`config.mk`:
```
export PLATFORM = sky130hd
export DESIGN_NAME = uc_multi_queue_flat
export DESIGN_NICKNAME = d
export VERILOG_FILES = /design/src/rtl/uc_pkg.sv /design/src/rtl/uc_multi_queue_if.sv /design/src/rtl/uc_lane_compact.sv /design/src/rtl/uc_multi_queue.sv /design/src/flat_wrapper.sv
export SDC_FILE = /design/constraint.sdc
export NUM_CORES = 1
export LEC_CHECK = 0
export BUFFER_PORTS_ARGS = -buffer_cell sky130_fd_sc_hd__buf_2
export CAP_MARGIN = 20
export CORE_UTILIZATION = 45
export CTS_CLUSTER_SIZE = 20
export DETAILED_ROUTE_END_ITERATION = 8
export HOLD_SLACK_MARGIN = 0.15
export REMOVE_ABC_BUFFERS = 1
export SLEW_MARGIN = 20
export SYNTH_ARGS = -nofsm -noshare
export SYNTH_HDL_FRONTEND = slang
export SYNTH_SLANG_ARGS = --single-unit
```
`constraint.sdc`:
```
create_clock -name clk -period 5.6 [get_ports clk]
set_clock_uncertainty 0.2 [all_clocks]
set_input_delay 0.84 -clock clk [delete_from_list [all_inputs] [get_ports clk]]
set_output_delay 0.84 -clock clk [all_outputs]
set_load 0.01 [all_outputs]
```
`src/rtl/uc_pkg.sv`:
```
// Shared types and sizing helpers for the unit-clause queue.
// Literals are signed two's complement; zero is never a legal literal.
package uc_pkg;

  localparam int LIT_W_DEF = 10;

  typedef logic signed [LIT_W_DEF-1:0] lit_t;

  function automatic int ptr_w(input int depth);
    return $clog2(depth) + 1;
  endfunction

endpackage

```
`src/rtl/uc_multi_queue_if.sv`:
```
// Push/pop handshake bundle for the unit-clause queue.
// master = producers/arbiter side, slave = queue side.
interface uc_multi_queue_if #(
  parameter int LIT_W  = 10,
  parameter int NUM_IN = 2
);
  logic [NUM_IN-1:0]            in_valid;
  logic [NUM_IN-1:0][LIT_W-1:0] in_lit;
  logic                         in_ready;
  logic                         out_valid;
  logic [LIT_W-1:0]             out_lit;
  logic                         out_ready;

  modport master (
    output in_valid, in_lit, out_ready,
    input  in_ready, out_valid, out_lit
  );

  modport slave (
    input  in_valid, in_lit, out_ready,
    output in_ready, out_valid, out_lit
  );
endinterface

```
`src/rtl/uc_lane_compact.sv`:
```
// Filters zero lanes, merges same-cycle duplicates, flags x/-x pairs
// and left-packs surviving literals in ascending lane order.
module uc_lane_compact #(
  parameter int LIT_W  = 10,
  parameter int NUM_IN = 2,
  parameter int KW     = 2
) (
  input  logic [NUM_IN-1:0]            valid,
  input  logic [NUM_IN-1:0][LIT_W-1:0] lit,
  output logic [NUM_IN-1:0][LIT_W-1:0] packed_lit,
  output logic [KW-1:0]                k,
  output logic                         conflict_raw,
  output logic                         drop_raw
);

  logic [NUM_IN-1:0] live;
  logic [NUM_IN-1:0] keep;

  always_comb begin
    packed_lit   = '0;
    k            = '0;
    conflict_raw = 1'b0;
    drop_raw     = 1'b0;
    live         = '0;
    keep         = '0;
    for (int i = 0; i < NUM_IN; i++) begin
      live[i]  = valid[i] && (lit[i] != '0);
      drop_raw = drop_raw | (valid[i] && (lit[i] == '0));
    end
    for (int i = 0; i < NUM_IN; i++) begin
      keep[i] = live[i];
      for (int j = 0; j < i; j++) begin
        if (live[j] && lit[j] == lit[i])
          keep[i] = 1'b0;
        // the lit[j] != lit[i] term keeps the most-negative value
        // (its own negation) from looking like a pair
        if (live[j] && live[i] && lit[j] != lit[i] &&
            lit[j] == -lit[i])
          conflict_raw = 1'b1;
      end
      if (keep[i]) begin
        packed_lit[k] = lit[i];
        k = k + KW'(1);
      end
    end
  end

endmodule

```
`src/rtl/uc_multi_queue.sv`:
```
// Multi-lane unit-clause FIFO with FWFT output, count and flush.
// Pointers carry an extra wrap bit to tell full from empty.
module uc_multi_queue
  import uc_pkg::*;
#(
  parameter int LIT_W  = LIT_W_DEF,
  parameter int DEPTH  = 8,
  parameter int NUM_IN = 2
) (
  input  logic                    clk,
  input  logic                    rst,
  input  logic                    flush,
  uc_multi_queue_if.slave         bus,
  output logic [ptr_w(DEPTH)-1:0] count,
  output logic                    empty,
  output logic                    full,
  output logic                    conflict,
  output logic                    drop
);

  localparam int PW = ptr_w(DEPTH);
  localparam int AW = PW - 1;
  localparam int KW = $clog2(NUM_IN + 1);

  logic [DEPTH-1:0][LIT_W-1:0]  mem;
  logic [PW-1:0]                head;
  logic [PW-1:0]                tail;
  logic [PW-1:0]                space;
  logic [NUM_IN-1:0][LIT_W-1:0] packed_lit;
  logic [KW-1:0]                k;
  logic                         conflict_raw;
  logic                         drop_raw;
  logic                         pop;

  uc_lane_compact #(
    .LIT_W  (LIT_W),
    .NUM_IN (NUM_IN),
    .KW     (KW)
  ) u_compact (
    .valid        (bus.in_valid),
    .lit          (bus.in_lit),
    .packed_lit   (packed_lit),
    .k            (k),
    .conflict_raw (conflict_raw),
    .drop_raw     (drop_raw)
  );

  assign count = tail - head;
  assign empty = head == tail;
  assign full  = (head[AW-1:0] == tail[AW-1:0]) &&
                 (head[AW] != tail[AW]);
  assign space = PW'(DEPTH) - count;

  // registered occupancy only: a same-cycle pop never opens a slot
  assign bus.in_ready  = space >= PW'(NUM_IN);
  assign bus.out_valid = !empty;
  assign bus.out_lit   = mem[head[AW-1:0]];

  assign pop = bus.out_valid && bus.out_ready;

  always_ff @(posedge clk or posedge rst) begin
    if (rst) begin
      mem      <= '0;
      head     <= '0;
      tail     <= '0;
      conflict <= 1'b0;
      drop     <= 1'b0;
    end else if (flush) begin
      head     <= '0;
      tail     <= '0;
      conflict <= 1'b0;
      drop     <= 1'b0;
    end else begin
      if (bus.in_ready) begin
        for (int i = 0; i < NUM_IN; i++) begin
          if (i < int'(k))
            mem[tail[AW-1:0] + AW'(i)] <= packed_lit[i];
        end
        tail <= tail + PW'(k);
      end
      if (pop)
        head <= head + PW'(1);
      conflict <= bus.in_ready && conflict_raw;
      drop     <= bus.in_ready ? drop_raw : (|bus.in_valid);
    end
  end

endmodule

```
`src/flat_wrapper.sv`:
```
// flat-port wrapper written by rule: the top's interface ports become plain ports
module uc_multi_queue_flat import uc_pkg::*;
#(
  parameter int LIT_W  = LIT_W_DEF,
  parameter int DEPTH  = 8,
  parameter int NUM_IN = 2
)
  (clk, rst, flush, count, empty, full, conflict, drop, bus_in_valid, bus_in_lit, bus_out_ready, bus_in_ready, bus_out_valid, bus_out_lit);
  uc_multi_queue_if #(.LIT_W(LIT_W), .NUM_IN(NUM_IN)) bus_i ();
  input  logic clk;
  input  logic rst;
  input  logic flush;
  output logic [ptr_w(DEPTH)-1:0] count;
  output logic empty;
  output logic full;
  output logic conflict;
  output logic drop;
  input wire logic [$bits(bus_i.in_valid)-1:0] bus_in_valid;
  input wire logic [$bits(bus_i.in_lit)-1:0] bus_in_lit;
  input wire logic [$bits(bus_i.out_ready)-1:0] bus_out_ready;
  output wire logic [$bits(bus_i.in_ready)-1:0] bus_in_ready;
  output wire logic [$bits(bus_i.out_valid)-1:0] bus_out_valid;
  output wire logic [$bits(bus_i.out_lit)-1:0] bus_out_lit;
  assign bus_i.in_valid = bus_in_valid;
  assign bus_i.in_lit = bus_in_lit;
  assign bus_i.out_ready = bus_out_ready;
  assign bus_in_ready = bus_i.in_ready;
  assign bus_out_valid = bus_i.out_valid;
  assign bus_out_lit = bus_i.out_lit;
  uc_multi_queue #(.LIT_W(LIT_W), .DEPTH(DEPTH), .NUM_IN(NUM_IN)) u_core (.clk(clk), .rst(rst), .flush(flush), .bus(bus_i), .count(count), .empty(empty), .full(full), .conflict(conflict), .drop(drop));
endmodule
```
== Yosys cells after proc, flatten, opt, wreduce, memory -nomap -nowiden ==
Index checks and enable logic that the tools add are counted.
Operators by class
  add/subtract/negate cells: 7
  $lt $le $gt $ge: 10
  equality and inequality tests: 6
  multiplexer cells: 28
  bitwise operators: 2
  reductions and logical operators: 23
Operators by type and width (number)
  two-way mux 80 bit: 4
  bitwise mux 80 bit: 2
  demux 10 bit (select 3 bit): 2
  two-way mux 10 bit: 5
  binary-select mux 10 bit (select 3 bit): 1
  bitwise mux 20 bit: 1
  equality test 10 bit: 2
  zero test 10 bit: 2
  two-way mux 20 bit: 1
  nonzero test 10 bit: 2
  two-way mux 4 bit: 4
  logical AND 1 bit: 14
  less-than comparator 3 x 4 -> 1 bit (second input constant): 3
  demux 10 bit (select 1 bit): 1
  inequality test 10 bit: 1
  negation 10 bit: 1
  >= comparator 3 x 1 -> 1 bit (second input constant): 2
  two-way mux 1 bit: 6
  adder 4 x 1 -> 4 bit (second input constant): 1
  adder 4 x 2 -> 4 bit: 1
  equality test 4 bit: 1
  >= comparator 4 x 2 -> 1 bit (second input constant): 1
  less-than comparator 1 x 2 -> 1 bit (first input constant): 2
  nonzero test 2 bit: 2
  14 further kinds: 14
Storage, ports and cells
  bits in registers: 90
  input bits: 26
  output and inout port bits: 20
  logic and storage cells: 88

== Depth between registers and ports, before layout ==
  word-level depth: 15
  gate-level depth with buffers: 17

== Modules after synthesis ==
Synthesis repeated with hierarchy kept, for this count alone.
Second synthesis, totals
  cell total of the unflattened synthesis: 567
  area, all modules: 5758.0 um^2
By module, submodules not included
  uc_multi_queue: times used 1, cells each 465, area an instance 5111.2 um^2
  uc_lane_compact: times used 1, cells each 102, area an instance 646.9 um^2

== Worst setup path after synthesis ==
OpenSTA, ideal clock, no wires.
  path kind: input port to flip-flop
  from: input bus_in_lit[10]
  to: register u_core.mem[40] in the netlist's numbering
  library setup time: 121 ps
  arrival time: 3776 ps
  required time: 5279 ps
  setup slack: 1503 ps
  stages: 17
  path buffers: 5
  path through: clkbuf_1 > inv_1 > ha_1 > or3b_1 > buf_2 > or3_1 > buf_2 > buf_2 > nand2_1 > a21oi_1 > ha_1 > inv_1 > nor2_1 > nand3_1 > a221o_1 > buf_6 > a22o_1
On the way
  longest elaborated chain between the ends: 10
  elaborated cells on any way between the ends: 16
Ends and longest elaborated chain
  start, declared: RTL line flat_wrapper.sv:19  | input wire logic [$bits(bus_i.in_lit)-1:0] bus_in_lit;
  equality test 10 bit / nonzero test 10 bit (equally long branches): RTL line uc_lane_compact.sv:33, uc_lane_compact.sv:27
  logical AND 1 bit, on equally long branches: RTL line uc_lane_compact.sv:33, uc_lane_compact.sv:27
  two-way mux 1 bit: RTL line uc_lane_compact.sv:33  | if (live[j] && lit[j] == lit[i])
  two-way mux 2 bit / two-way mux 20 bit (equally long branches): RTL line uc_lane_compact.sv:41  | if (keep[i]) begin
  less-than comparator 1 x 2 -> 1 bit / bitwise mux 80 bit (equally long branches): RTL line uc_multi_queue.sv:76, uc_multi_queue.sv:77
  two-way mux 80 bit: RTL line uc_multi_queue.sv:76  | if (i < int'(k))
  two-way mux 80 bit: RTL line uc_multi_queue.sv:74  | if (bus.in_ready) begin
  two-way mux 80 bit: RTL line uc_multi_queue.sv:68  | end else if (flush) begin
  bitwise mux 80 bit: RTL line uc_multi_queue.sv:77  | mem[tail[AW-1:0] + AW'(i)] <= packed_lit[i];
  two-way mux 80 bit *: RTL line uc_multi_queue.sv:76
  end signal, assigned by index: RTL line uc_multi_queue.sv:77
  end, declared: RTL line uc_multi_queue.sv:25  | logic [DEPTH-1:0][LIT_W-1:0] mem;
Mark *: on every way between the ends. The rest lies on a longest branch, timed or not. The select of a mux whose other input is x is not followed.
A chain may end at the register's enable or synchronous reset.

== Worst setup path in the final report ==
  from: input bus_in_lit[6]
  to: register u_core.mem[40] in the netlist's numbering
On the way
  longest elaborated chain between the ends: 15
  elaborated cells on any way between the ends: 24
Ends and longest elaborated chain
  nonzero test 10 bit: RTL line uc_lane_compact.sv:27  | live[i] = valid[i] && (lit[i] != '0);
  logical AND 1 bit: RTL line uc_lane_compact.sv:27
  two-way mux 1 bit: RTL line uc_lane_compact.sv:41
  >= comparator 2 x 1 -> 1 bit (implied by the code) / less-than comparator 2 bit (equally long branches): RTL line uc_lane_compact.sv:42  | packed_lit[k] = lit[i];
  logical AND 1 bit (implied by the code): RTL line uc_lane_compact.sv:42
  two-way mux 10 bit (implied by the code): RTL line uc_lane_compact.sv:42
  demux 10 bit (select 1 bit): RTL line uc_lane_compact.sv:42
  bitwise mux 20 bit: RTL line uc_lane_compact.sv:42
  two-way mux 20 bit: RTL line uc_lane_compact.sv:41
  bitwise mux 80 bit: RTL line uc_multi_queue.sv:77
  two-way mux 80 bit: RTL line uc_multi_queue.sv:76
  two-way mux 80 bit: RTL line uc_multi_queue.sv:74
  two-way mux 80 bit: RTL line uc_multi_queue.sv:68
  bitwise mux 80 bit: RTL line uc_multi_queue.sv:77
  two-way mux 80 bit *: RTL line uc_multi_queue.sv:76
Marked as above.

==> impl_metrics.json <==
{
  "post-route-cell-area_um2": 6740,
  "hold_class": "flop to flop",
  "coreArea_um2": 13300,
  "setup.worst_path.class": "primary input to flop",
  "clock-root-buffer": "sky130_fd_sc_hd__clkbuf_16",
  "post_cts_hold_buffer_count": 0,
  "power_density_over_cell_area_nw_per_um2": 517,
  "clock_sinks": 90,
  "total_power_uw": 3480,
  "dieHeight_um": 119,
  "netlist_area_um2": 6190,
  "post_route_cells_drive_above_1_share_pct": 20.2,
  "worst-path-buf-inv": 3,
  "holdPathStages": 1,
  "relSlewSlack_pct": 32.4,
  "route.detailed.vias_per_inst": 6.89,
  "boundaryPins": 46,
  "cp_slowest_stage_delay_ns": 0.70,
  "global_route_wire_length_before_repair_mm": 29.9,
  "globalRouteOverflowTotal": 0,
  "report.final.hold_viol_count": 0,
  "grtUsageTotal_pct": 27.5,
  "detailed_place_hpwl_mm": 13.0,
  "clkLatencyLatePin_ns": 0.36,
  "numPortBuffers": 45,
  "drt_first_pass_iters": 5,
  "synth_most_common_cell": "sky130_fd_sc_hd__dfrtp_1",
  "timing.critical_path.depth": 11,
  "fin_nets": 637,
  "routed-via-count": 5364,
  "achievable-frequency_mhz": 212,
  "finish.utilization_pct": 50.5,
  "drtIter0Drc": 673,
  "cts.htree.levels": 3,
  "largest_family_of_logic_cells_by_synthesized_area": "compound AO/OA/AOI/OAI gates",
  "max_cap_viol_count": 0,
  "timing.hold.ws_ns": 0.300,
  "critPathMaxFanout": 27,
  "die_w_um": 119,
  "insertedDiodeCount": 0,
  "yosys.area_share.xor_xnor_pct": 3.72,
  "synth-main-ff-cell": "sky130_fd_sc_hd__dfrtp_1",
  "setup.worst_path.end_class": "flop",
  "placement.cell_area_um2": 6410,
  "cp.arrival_ns": 4.77,
  "netlist.area_leader.share_pct": 36.4,
  "postSynthRegisterBits": 90,
  "cts_made_buffers": 9,
  "clk_pin_slew_worst_paths_ns": 0.06,
  "synth.avg_cell_area_um2": 10.6,
  "floorplan.initialDensity_pct": 46.4,
  "ys_async_sr_fraction_pct": 100,
  "most_frequent_cells_after_synthesis": "sky130_fd_sc_hd__dfrtp_1, sky130_fd_sc_hd__a22o_1, sky130_fd_sc_hd__o22ai_1",
  "critical_path.startpoint_type": "primary input",
  "initial_antenna_violation_count": 0,
  "final_routed_wire_length_divided_by_cell_count_um": 24.2,
  "post-route-min-period_ns": 4.73,
  "setup_viol_count_final": 0,
  "gpl.final_weighted_congestion": 0.878,
  "vias_in_the_first_global_route": 5142,
  "run_status": "complete, no violations",
  "unrepaired_setup_endpoints_after_global_routing": "false",
  "final_clock_period_utilization_by_the_worst_path_pct": 84.4,
  "tritoncts": "done",
  "synth_adder_area_share_pct": 2.87,
  "final_antenna_net_count": 0,
  "post_synth_num_cell_types": 74,
  "complex_gate_fraction_of_the_synthesized_area_pct": 30.2,
  "clockBufferDepth": 2,
  "cts_setup_buffers": 0,
  "worstMarginPinSlew_ns": 1.01,
  "wl_mm": 18.8,
  "worstPathRequired_ns": 5.64,
  "fin_setup_tns_ns": 0,
  "ys_top_cells_by_area": "sky130_fd_sc_hd__dfrtp_1, sky130_fd_sc_hd__a22o_1, sky130_fd_sc_hd__o22ai_1",
  "cell_count_after_synthesis": 585,
  "growth_of_design_area_from_synthesis_to_finish_pct": 8.92,
  "power_leakage_uw": 0.00276,
  "remaining_drc_errors": 0,
  "irDropWorstVdd_v": 0.000297,
  "num_rows": 42,
  "reg2reg_depth": 8,
  "synth-warning-count": 0,
  "worst_reg_to_reg_setup_slack_ns": 1.64,
  "synth_seq_area_share_pct": 36.4,
  "muxShareOfSynthArea_pct": 8.47,
  "post-synth-top-area-cell": "sky130_fd_sc_hd__dfrtp_1",
  "number_of_flops_mapped_to_enable_cells_by_yosys": 0,
  "design.die.area_um2": 14200,
  "finalMaxSlewViolations": 0,
  "synthSimpleGateAreaFrac_pct": 12.2,
  "worstPathCellList": "buf_2 > nor4_2 > a31o_1 > inv_4 > a21oi_1 > ha_1 > inv_1 > nor2_1 > nand3_1 > a221o_1 > a22o_1",
  "critPathSlowestCell": "sky130_fd_sc_hd__a221o_1",
  "pin_count_of_the_biggest_net_entering_global_routing": 78,
  "count_of_instances_resized_after_the_clock_tree_is_built": 0,
  "critical_path.top_delay_family": "compound AO/OA/AOI/OAI gates"
}
==> layout by cell type (no fill, tap or decap), types with 6 or more instances in the layout <==
master and instances:
sky130_fd_sc_hd__a21oi_1 6, sky130_fd_sc_hd__a221o_1 8, sky130_fd_sc_hd__a22o_1 77, sky130_fd_sc_hd__a22oi_1 6
sky130_fd_sc_hd__and2_1 10, sky130_fd_sc_hd__buf_2 45, sky130_fd_sc_hd__buf_4 11, sky130_fd_sc_hd__clkbuf_16 9
sky130_fd_sc_hd__dfrtp_1 90, sky130_fd_sc_hd__ha_1 11, sky130_fd_sc_hd__inv_1 14, sky130_fd_sc_hd__mux4_2 20
sky130_fd_sc_hd__nand2_1 42, sky130_fd_sc_hd__nand3_1 9, sky130_fd_sc_hd__nand4_1 18, sky130_fd_sc_hd__nor2_1 16
sky130_fd_sc_hd__nor3_1 11, sky130_fd_sc_hd__o22ai_1 77, sky130_fd_sc_hd__o311ai_4 8, sky130_fd_sc_hd__or3_1 6
sky130_fd_sc_hd__xnor2_1 12, sky130_fd_sc_hd__xor2_1 7
==> metal layers <==
metal  vias up  share of wire [%]  track usage (%)
met5         -                  0                0
met1      2738                 47             40.0
met4         0                1.2             7.91
li1       2362                  -                -
met3        20                6.5             3.88
met2       244                 45             42.4
==> worst register-to-register path, stage by stage (launching register included) <==
cell                      delay, ns
sky130_fd_sc_hd__dfrtp_1       0.61
sky130_fd_sc_hd__inv_1         0.38
sky130_fd_sc_hd__ha_1          0.50
sky130_fd_sc_hd__a21o_1        0.22
sky130_fd_sc_hd__a31oi_2       0.27
sky130_fd_sc_hd__xor3_2        0.58
sky130_fd_sc_hd__a21oi_4       0.20
sky130_fd_sc_hd__buf_4         0.63
sky130_fd_sc_hd__a22o_1        0.31
==> path summary, 6_finish.rpt <==
check                               start             end
min in group asynchronous             rst  u_core.mem[68]
max in group asynchronous             rst  u_core.mem[10]
max reg2reg                u_core.head[2]   u_core.mem[9]
min reg2reg                u_core.mem[68]  u_core.mem[68]
max                         bus_in_lit[6]  u_core.mem[40]
min                        u_core.mem[68]  u_core.mem[68]
==> state kept, by name, summed over array words and instances (netlist names) <==
register / flops
u_core.mem: 80
u_core.drop: 1
u_core.head: 4
u_core.tail: 4
u_core.conflict: 1
==> cells by family (layout without fill, tap and decap cells) <==
logic type / count (synthesis) / in the layout
and+or+nand+nor: 137 / 137
buffers and inverters: 70 / 88
AOI/OAI and AO/OA: 226 / 226
DFF: 90 / 90
xor gates and xnor gates: 22 / 22
muxes: 27 / 27
adders and majority gates: 13 / 13
==> report_power, final <==
group | switching (µW) | internal, µW | total (µW)
clock network | 284 | 398 | 683
registers | 182 | 898 | 1080
logic | 1010 | 710 | 1720
total | 1480 | 2010 | 3480
==> stage by stage <==
| step | cells | worst slack [ns] |
|---|---|---|
| final | 779 | 0.873 |
| after global routing | 779 | 0.711 |
| after CTS | 779 | 0.918 |
| after detailed placement | 763 | 0.563 |
| after global placement | 763 | 0.698 |
| after floorplan | 531 | 0.816 |
==> cell type report <==
class | instances | area (µm²)
Multi-Input combinational cell | 425 | 3570
Sequential cell | 90 | 2250
Fill cell | 1245 | 6610
Clock inverter | 6 | 96.3
Timing Repair Buffer | 56 | 308
Tap cell | 176 | 220
Inverter | 16 | 63.8
Clock buffer | 10 | 229
No activity file was read; power rests on OpenSTA's default activity.
